===== src/rtl/crc_feeder_pkg.sv =====
// Shared definitions for the CRC feeder: register maps, status bit positions, FSM states.
package crc_feeder_pkg;

   localparam logic [1:0] REG_DATA   = 2'd0;
   localparam logic [1:0] REG_CTRL   = 2'd1;
   localparam logic [1:0] REG_STATUS = 2'd2;
   localparam logic [1:0] REG_RESULT = 2'd3;

   localparam logic [1:0] M_ADDR_DATA   = 2'd0;
   localparam logic [1:0] M_ADDR_RESULT = 2'd1;

   localparam int CTRL_GO  = 0;
   localparam int CTRL_CLR = 1;

   localparam int ST_BUSY  = 0;
   localparam int ST_FULL  = 1;
   localparam int ST_EMPTY = 2;
   localparam int ST_DONE  = 3;
   localparam int ST_OVF   = 4;
   localparam int ST_COUNT = 8;

   typedef enum logic [2:0] {
      S_IDLE,
      S_PUSH,
      S_RD_REQ,
      S_RD_WAIT,
      S_DONE
   } state_t;

endpackage


===== src/rtl/crc_feeder_fifo.sv =====
// First-word-fallthrough word FIFO; a push while full is accepted only if a pop happens in the same cycle.
module crc_feeder_fifo #(
   parameter int DEPTH  = 8,
   parameter int DATA_W = 32,
   parameter int CW     = $clog2(DEPTH) + 1
) (
   input  logic              clk,
   input  logic              reset_n,
   input  logic              push,
   input  logic [DATA_W-1:0] push_data,
   input  logic              pop,
   output logic [DATA_W-1:0] pop_data,
   output logic              full,
   output logic              empty,
   output logic [CW-1:0]     count
);

   localparam int AW = $clog2(DEPTH);

   logic [DATA_W-1:0] mem [DEPTH];
   logic [AW-1:0]     wr_ptr;
   logic [AW-1:0]     rd_ptr;
   logic              do_push;
   logic              do_pop;

   assign full     = (count == CW'(DEPTH));
   assign empty    = (count == '0);
   assign do_pop   = pop && !empty;
   assign do_push  = push && (!full || do_pop);
   assign pop_data = mem[rd_ptr];

   always_ff @(posedge clk or negedge reset_n) begin
      if (!reset_n) begin
         wr_ptr <= '0;
         rd_ptr <= '0;
         count  <= '0;
      end else begin
         if (do_push) wr_ptr <= wr_ptr + AW'(1);
         if (do_pop)  rd_ptr <= rd_ptr + AW'(1);
         case ({do_push, do_pop})
            2'b10:   count <= count + CW'(1);
            2'b01:   count <= count - CW'(1);
            default: count <= count;
         endcase
      end
   end

   // Storage carries no reset; validity is tracked by the pointers.
   always_ff @(posedge clk) begin
      if (do_push) mem[wr_ptr] <= push_data;
   end

endmodule


===== src/rtl/crc_feeder.sv =====
// CPU-side word buffer that streams queued words into a CRC slave, then fetches the result.
// Optional build macro CRC_FEEDER_BYTESWAP_EN byte-reverses each forwarded word.
module crc_feeder
   import crc_feeder_pkg::*;
#(
   parameter int FIFO_DEPTH = 8,
   parameter int DATA_W     = 32
) (
   input  logic              clk,
   input  logic              reset_n,
   input  logic [1:0]        s_address,
   input  logic              s_read,
   input  logic              s_write,
   input  logic              s_chipselect,
   input  logic [DATA_W-1:0] s_writedata,
   output logic [DATA_W-1:0] s_readdata,
   output logic [1:0]        m_address,
   output logic              m_read,
   output logic              m_write,
   output logic              m_chipselect,
   output logic [DATA_W-1:0] m_writedata,
   input  logic [DATA_W-1:0] m_readdata
);

   localparam int CW = $clog2(FIFO_DEPTH) + 1;

   state_t            state;
   logic [DATA_W-1:0] result;
   logic              done_flag;
   logic              ovf;

   logic              wr_acc;
   logic              rd_acc;
   logic              push;
   logic              pop;
   logic              go;
   logic              clr;
   logic [DATA_W-1:0] head;
   logic              full;
   logic              empty;
   logic [CW-1:0]     count;
   logic [DATA_W-1:0] status_word;

   function automatic logic [DATA_W-1:0] fmt_word(input logic [DATA_W-1:0] w);
      logic [DATA_W-1:0] r;
`ifdef CRC_FEEDER_BYTESWAP_EN
      for (int i = 0; i < DATA_W / 8; i++) begin
         r[8*i +: 8] = w[DATA_W-8-8*i +: 8];
      end
`else
      r = w;
`endif
      return r;
   endfunction

   assign wr_acc = s_chipselect && s_write;
   assign rd_acc = s_chipselect && s_read;
   assign push   = wr_acc && (s_address == REG_DATA);
   assign go     = wr_acc && (s_address == REG_CTRL) && s_writedata[CTRL_GO];
   assign clr    = wr_acc && (s_address == REG_CTRL) && s_writedata[CTRL_CLR];
   assign pop    = (state == S_PUSH) && !empty;

   crc_feeder_fifo #(
      .DEPTH  (FIFO_DEPTH),
      .DATA_W (DATA_W),
      .CW     (CW)
   ) u_fifo (
      .clk       (clk),
      .reset_n   (reset_n),
      .push      (push),
      .push_data (s_writedata),
      .pop       (pop),
      .pop_data  (head),
      .full      (full),
      .empty     (empty),
      .count     (count)
   );

   always_comb begin
      status_word                    = '0;
      status_word[ST_COUNT +: 8]     = 8'(count);
      status_word[ST_OVF]            = ovf;
      status_word[ST_DONE]           = done_flag;
      status_word[ST_EMPTY]          = empty;
      status_word[ST_FULL]           = full;
      status_word[ST_BUSY]           = (state != S_IDLE);
   end

   // Master strobes are registered: each reflects the state decision taken on the previous edge.
   always_ff @(posedge clk or negedge reset_n) begin
      if (!reset_n) begin
         state        <= S_IDLE;
         m_address    <= M_ADDR_DATA;
         m_read       <= 1'b0;
         m_write      <= 1'b0;
         m_chipselect <= 1'b0;
         m_writedata  <= '0;
         result       <= '0;
         done_flag    <= 1'b0;
         ovf          <= 1'b0;
      end else begin
         m_address    <= M_ADDR_DATA;
         m_read       <= 1'b0;
         m_write      <= 1'b0;
         m_chipselect <= 1'b0;
         if (clr) begin
            done_flag <= 1'b0;
            ovf       <= 1'b0;
         end
         if (push && full && !pop) ovf <= 1'b1;
         case (state)
            S_IDLE: begin
               if (go) begin
                  if (empty) begin
                     state        <= S_RD_REQ;
                     m_read       <= 1'b1;
                     m_chipselect <= 1'b1;
                     m_address    <= M_ADDR_RESULT;
                  end else begin
                     state <= S_PUSH;
                  end
               end
            end
            S_PUSH: begin
               if (!empty) begin
                  m_write      <= 1'b1;
                  m_chipselect <= 1'b1;
                  m_writedata  <= fmt_word(head);
               end else begin
                  state        <= S_RD_REQ;
                  m_read       <= 1'b1;
                  m_chipselect <= 1'b1;
                  m_address    <= M_ADDR_RESULT;
               end
            end
            S_RD_REQ: begin
               state <= S_RD_WAIT;
            end
            S_RD_WAIT: begin
               result <= m_readdata;
               state  <= S_DONE;
            end
            S_DONE: begin
               done_flag <= 1'b1;
               state     <= S_IDLE;
            end
            default: state <= S_IDLE;
         endcase
      end
   end

   always_ff @(posedge clk or negedge reset_n) begin
      if (!reset_n) begin
         s_readdata <= '0;
      end else if (rd_acc) begin
         case (s_address)
            REG_STATUS: s_readdata <= status_word;
            REG_RESULT: s_readdata <= result;
            default:    s_readdata <= '0;
         endcase
      end
   end

endmodule


===== config.mk =====
export PLATFORM = sky130hd
export DESIGN_NAME = crc_feeder
export DESIGN_NICKNAME = d
export VERILOG_FILES = /design/src/rtl/crc_feeder_pkg.sv /design/src/rtl/crc_feeder_fifo.sv /design/src/rtl/crc_feeder.sv
export SDC_FILE = /design/constraint.sdc
export NUM_CORES = 1
export LEC_CHECK = 0
export CAP_MARGIN = 20
export CORE_MARGIN = 4
export CORE_UTILIZATION = 45
export CTS_CLUSTER_DIAMETER = 100
export DETAILED_ROUTE_END_ITERATION = 6
export GPL_TIMING_DRIVEN = 0
export PLACE_DENSITY = 0.75
export SKIP_LAST_GASP = 1
export SLEW_MARGIN = 20
export SYNTH_ARGS = -nofsm -noshare
export SYNTH_HDL_FRONTEND = slang
export SYNTH_SLANG_ARGS = --single-unit

===== constraint.sdc =====
create_clock -name clk -period 4.61 [get_ports clk]
set_input_delay 0.6915 -clock clk [delete_from_list [all_inputs] [get_ports clk]]
set_output_delay 0.6915 -clock clk [all_outputs]
set_load 0.01 [all_outputs]

---- Word-level counts from Yosys, hierarchy flattened ----
Memories as Yosys holds them, arrays and structs flattened. A register that Yosys moved wholly into a read port is not among the register bits.
Index checks and enable logic that the tools add are counted.
storage, ports and cells
  word-level logic and storage cells ...... 75
  output and inout bits ................... 69
  register bits ........................... 84
  RAM bits ................................ 256
  bits of input ports ..................... 71
  memories ................................ 1
operators by class
  reductions and logical operators ........ 25
  muxes and demuxes ....................... 20
  $add $sub $neg .......................... 4
  eq/ne operators ......................... 12
  bitwise logic cells ..................... 1
memory list
  memory      words  width  read ports  clocked after memory_dff  write ports  RTL line               source
  u_fifo.mem  8      32     1           1                         1            crc_feeder_fifo.sv:20  logic [DATA_W-1:0] mem [DEPTH];
operator list
  cell                                               number
  case mux 32 bit (2 select lines)                   1
  case mux 3 bit (4 select lines)                    1
  logical AND 1 bit                                  11
  2-to-1 mux 1 bit                                   11
  case mux 4 bit (2 select lines)                    1
  adder 3 x 1 -> 3 bit (second input constant)       2
  == test 2 bit (second input constant)              3
  == test 3 x 2 -> 1 bit (second input constant)     2
  2-to-1 mux 3 bit                                   2
  case mux 1 bit (2 select lines)                    3
  nonzero test 2 bit                                 3
  adder 4 x 1 -> 4 bit (second input constant)       1
  == test 2 x 1 -> 1 bit (second input constant)     2
  == test 4 bit (second input constant)              1
  zero test 1 bit                                    4
  zero test 4 bit                                    1
  inequality test 2 bit (second input constant)      2
  AND reduction 2 bit                                2
  subtractor 4 x 1 -> 4 bit (second input constant)  1
  == test 3 x 1 -> 1 bit (second input constant)     1
  == test 3 bit (second input constant)              1
  zero test 3 bit                                    1
  nonzero test 3 bit                                 1
  zero test 2 bit                                    1
  other kinds (3)                                    3

---- Longest topological paths before layout ----
  depth in word-level cells ............... 8
  mapped depth ............................ 10
  depth with buffers taken out ............ 8

---- Modules after synthesis ----
From an unflattened synthesis, not the netlist that was laid out.
second synthesis, totals
  cell total of the unflattened synthesis .. 703
  area, all modules ....................... 14,388.8 um^2
by module, submodules not included
  module           cells each  times used  sequential area each (um^2)  area each (um^2)
  crc_feeder_fifo  439         1           7,937.6                      10,403.7
  crc_feeder       264         1           2,602.5                      3,985.1

---- Least setup slack after synthesis ----
OpenSTA, ideal clock, no wires.
  kind .................................... input to register
  start ................................... input s_address[0]
  end ..................................... memory u_fifo.mem[0][0] (enable)
  path slack .............................. -0.433 ns
  data arrival time ....................... 4.541 ns
  library setup time ...................... 0.501 ns
  path buffers ............................ 2
  stages .................................. 5
  data required time ...................... 4.109 ns
  cells stage by stage .................... buf_2 -> nor4bb_1 -> buf_2 -> nand2_1 -> nor4_1
between the ends
  longest elaborated chain between the ends .. 5
RTL lines
  item                                    RTL line               source
  from (decl)                             crc_feeder.sv:11       input logic [1:0] s_address,
  zero test 2 bit                         crc_feeder.sv:58       assign push = wr_acc && (s_address == REG_DATA);
  logical AND 1 bit                       crc_feeder.sv:58
  logical AND 1 bit                       crc_feeder_fifo.sv:29  assign do_push = push && (!full || do_pop);
  2-to-1 mux 1 bit                        crc_feeder_fifo.sv:50  if (do_push) mem[wr_ptr] <= push_data;
  2-to-1 mux 1 bit (not written as such)  crc_feeder_fifo.sv:50
  to (decl)                               crc_feeder_fifo.sv:20
No other way between the ends.

---- Worst setup path in the final report ----
  start ................................... input s_address[1]
  end ..................................... memory u_fifo.mem[4][24] (enable)
The elaborated chain is that of the path after synthesis.

==> results.toml <==
[min_path]
hold_class = "input port to async pin"

[routing]
drc = 0
viasPerCell = 5.493
drtIter0Drc = 653
detail-route-antenna-nets = 0
num_vias = 7960
wl_per_cell_um = 21.55
first_pass_iters = 5
wl_mm = 31.22

[synthesis]
syn_area_um2 = 14180
seq_area_frac_synth = 0.7432
synth_common_cells = "edfxtp_1, nand2_1, dfrtp_1, mux4_2, mux2i_1"
synth_top_area_share = 0.5420
postSynthCellCount = 818
yosys-top-cells-area = "edfxtp_1, dfrtp_1, mux4_2, nand2_1, mux2i_1"
synthArstFlopShare = 0.3081
yosysMostFrequentCell = "edfxtp_1"
synth_seq_cells = 370
syn_nets = 892
yosysUniqueCellTypes = 49
yosysWarningCount = 0
postSynthAreaPerCell_um2 = 17.34
synth_ff_type = "edfxtp_1"
synth_edf_count = 256
synth_area_leader_cell = "edfxtp_1"

[timing]
setup_slack_ns = 1.759
slew_headroom = 0.3674
final_max_slew_viol_count = 0
rsz0062_at_grt = "false"
fin_crit_sh = 0.6184
tightest_slew_ns = 0.9490
hold_viol = 0
finalSetupTns_ns = 0
final.min_clock_period_ns = 2.851
finalSetupViolations = 0
fmax_mhz = 350.8
fin_skew_ns = 0.02223

[cells_and_area]
nFillCells = 2309
final_nets = 1096
post-route-util = 0.5707
drive_gt1_frac = 0.1817
postLayoutCellArea_um2 = 17590
area_delta_synth_final_pct = 24.05

[outcome]
status = "finished, final reports clean"

[cts]
clkLatencyLatePin_ns = 0.53
clock-sinks = 370
cts_setup_buffers = 0
clock-root-buffer = "clkbuf_16"
cts_hold_buf = 0
clkTransAtPathRegs_ns = 0.06
htreeDepth = 2
clockBufferDepth = 3
cts_tree = "yes"
cts_resized = 0
numCtsBuffers = 37

[critical_path]
worstRegToRegCells = 7
critPathArrivalTime_ns = 3.07
r2r-end = "u_fifo.mem[4][24]$_DFFE_PP_"
slowest_stage = "clkdlybuf4s50_1"
cp_num_cells = 7
crit_required_ns = 4.83
cpMostUsedCell = "buf_4"
cp-end-kind = "register"
startpoint = "s_address[1]"
path_class = "input port to register"
start_kind = "input port"
cpPeakStageDelay_ns = 0.53
worstPathCellList = "clkdlybuf4s50_1 -> nand4bb_1 -> a21oi_2 -> nand2_1 -> nor3_2 -> buf_4 -> buf_4"
crit_buf_inv = 3
r2r-start = "state[1]$_DFFE_PN0P_"
critPathTopFamily = "buffers and inverters"
cp_max_fo = 8
r2r_slack_ns = 1.86
crit_path_end = "u_fifo.mem[4][24]$_DFFE_PP_"

[placement]
pre_cts_ws_ns = 1.224
gp_congestion = 0.7707
port-buffer-count = 137
postPlaceCellArea_um2 = 16400
dpl.hpwl_mm = 20.96

[pwr]
power_uw = 9961
powerDensity_nw_per_um2 = 566.2
leakagePower_uw = 0.006488
ir_drop_uv = 284.3

[floorplanning]
row_count = 64
io_pins = 140
start_util = 0.4600
die_y_um = 185.5
die_area_um2 = 34420
die_width_um = 185.5
core_um2 = 30830

[global_route]
grt_usage = 0.1828
antenna_found_initial = 2
grt_pass1_wl_mm = 48.25
grt_max_degree = 77
grt.overflow.total = 0
first_global_vias = 8290

[run]
maxCapViolations = 0
[area by class of cell]
class	count	area (µm²)	area share
flip-flops and latches	370	10540	0.5991
multi-input cells	397	3418	0.1943
repair buffers	165	1667	0.09473
clock buffers	58	1107	0.06294
well taps	396	495.5	0.02816
plain buffers	48	270.3	0.01536
clock inverters	10	78.83	0.004480
inverters	3	11.26	0.0006401
diodes	2	5.005	0.0002845
[metal layers]
layer	up-vias	routed length (µm)	global-route usage
li1	3535	-	-
met1	4136	12900	0.2531
met2	231	15710	0.3011
met3	58	1674	0.02892
met5	-	0	0
met4	0	937	0.06033
[per-stage QoR]
stage          cells  hold slack [ns]
2_1_floorplan    818           0.3959
3_3_place_gp    1351           0.4588
3_5_place_dp    1379           0.4638
4_1_cts         1447           0.2273
5_1_grt         1449           0.2501
6_report        1449           0.2007
[flip-flops by register name, indices dropped and copies added, names as in the netlist]
| signal | cells |
|---|---|
| m_chipselect | 1 |
| ovf | 1 |
| result | 32 |
| u_fifo.count | 4 |
| state | 3 |
| m_write | 1 |
| u_fifo.mem | 256 |
| m_address | 1 |
| u_fifo.rd_ptr | 3 |
| done_flag | 1 |
| m_writedata | 32 |
| s_readdata | 32 |
| u_fifo.wr_ptr | 3 |
[power by group]
group	switching (µW)	internal, µW
Combinational	1420	1400
Sequential	267	3990
Clock	1220	1670
[worst min path at each step]
stage	slack [ns]	to	cells past startpoint
4_1_cts	0.23	s_readdata[10]$_DFFE_PN0P_	1
3_5_place_dp	0.46	result[27]$_DFFE_PN0P_	2
3_3_place_gp	0.46	result[27]$_DFFE_PN0P_	2
2_1_floorplan	0.40	done_flag$_DFFE_PN0P_	0
6_report	0.20	result[10]$_DFFE_PN0P_	1
5_1_grt	0.25	s_readdata[10]$_DFFE_PN0P_	1
[cell families after synthesis]
kind of cell	after synthesis	share of synthesized area
fa+ha+maj	3	0.002647
buf+inv	51	0.01985
simple gates	196	0.06087
flops	370	0.7432
compound gates	87	0.03944
xor+xnor	5	0.003088
mux	105	0.1307
other cells	1	0.0002644
[cell usage in the layout, fill, tap and decap left out, types with 2 or more instances in the layout]
master / instances
inv_1: 2
nand2b_1: 2
diode_2: 2
o21ai_0: 10
nand4_1: 2
buf_1: 7
clkbuf_1: 28
mux4_2: 64
a21oi_1: 6
nand3_1: 2
edfxtp_1: 256
clkbuf_8: 6
buf_2: 12
xnor2_1: 4
clkinvlp_4: 2
clkdlybuf4s50_1: 136
a31oi_1: 3
clkinv_2: 4
dfrtp_1: 114
buf_6: 10
nor3_2: 6
buf_4: 29
buf_16: 3
nor2_1: 8
clkbuf_16: 39
nor3_1: 4
nor2_4: 3
ha_1: 3
mux2i_1: 40
nand2_1: 154
a22o_1: 25
o21ai_1: 36
clkinv_1: 2
or4_1: 2
Power figures use the tool's default switching activity.
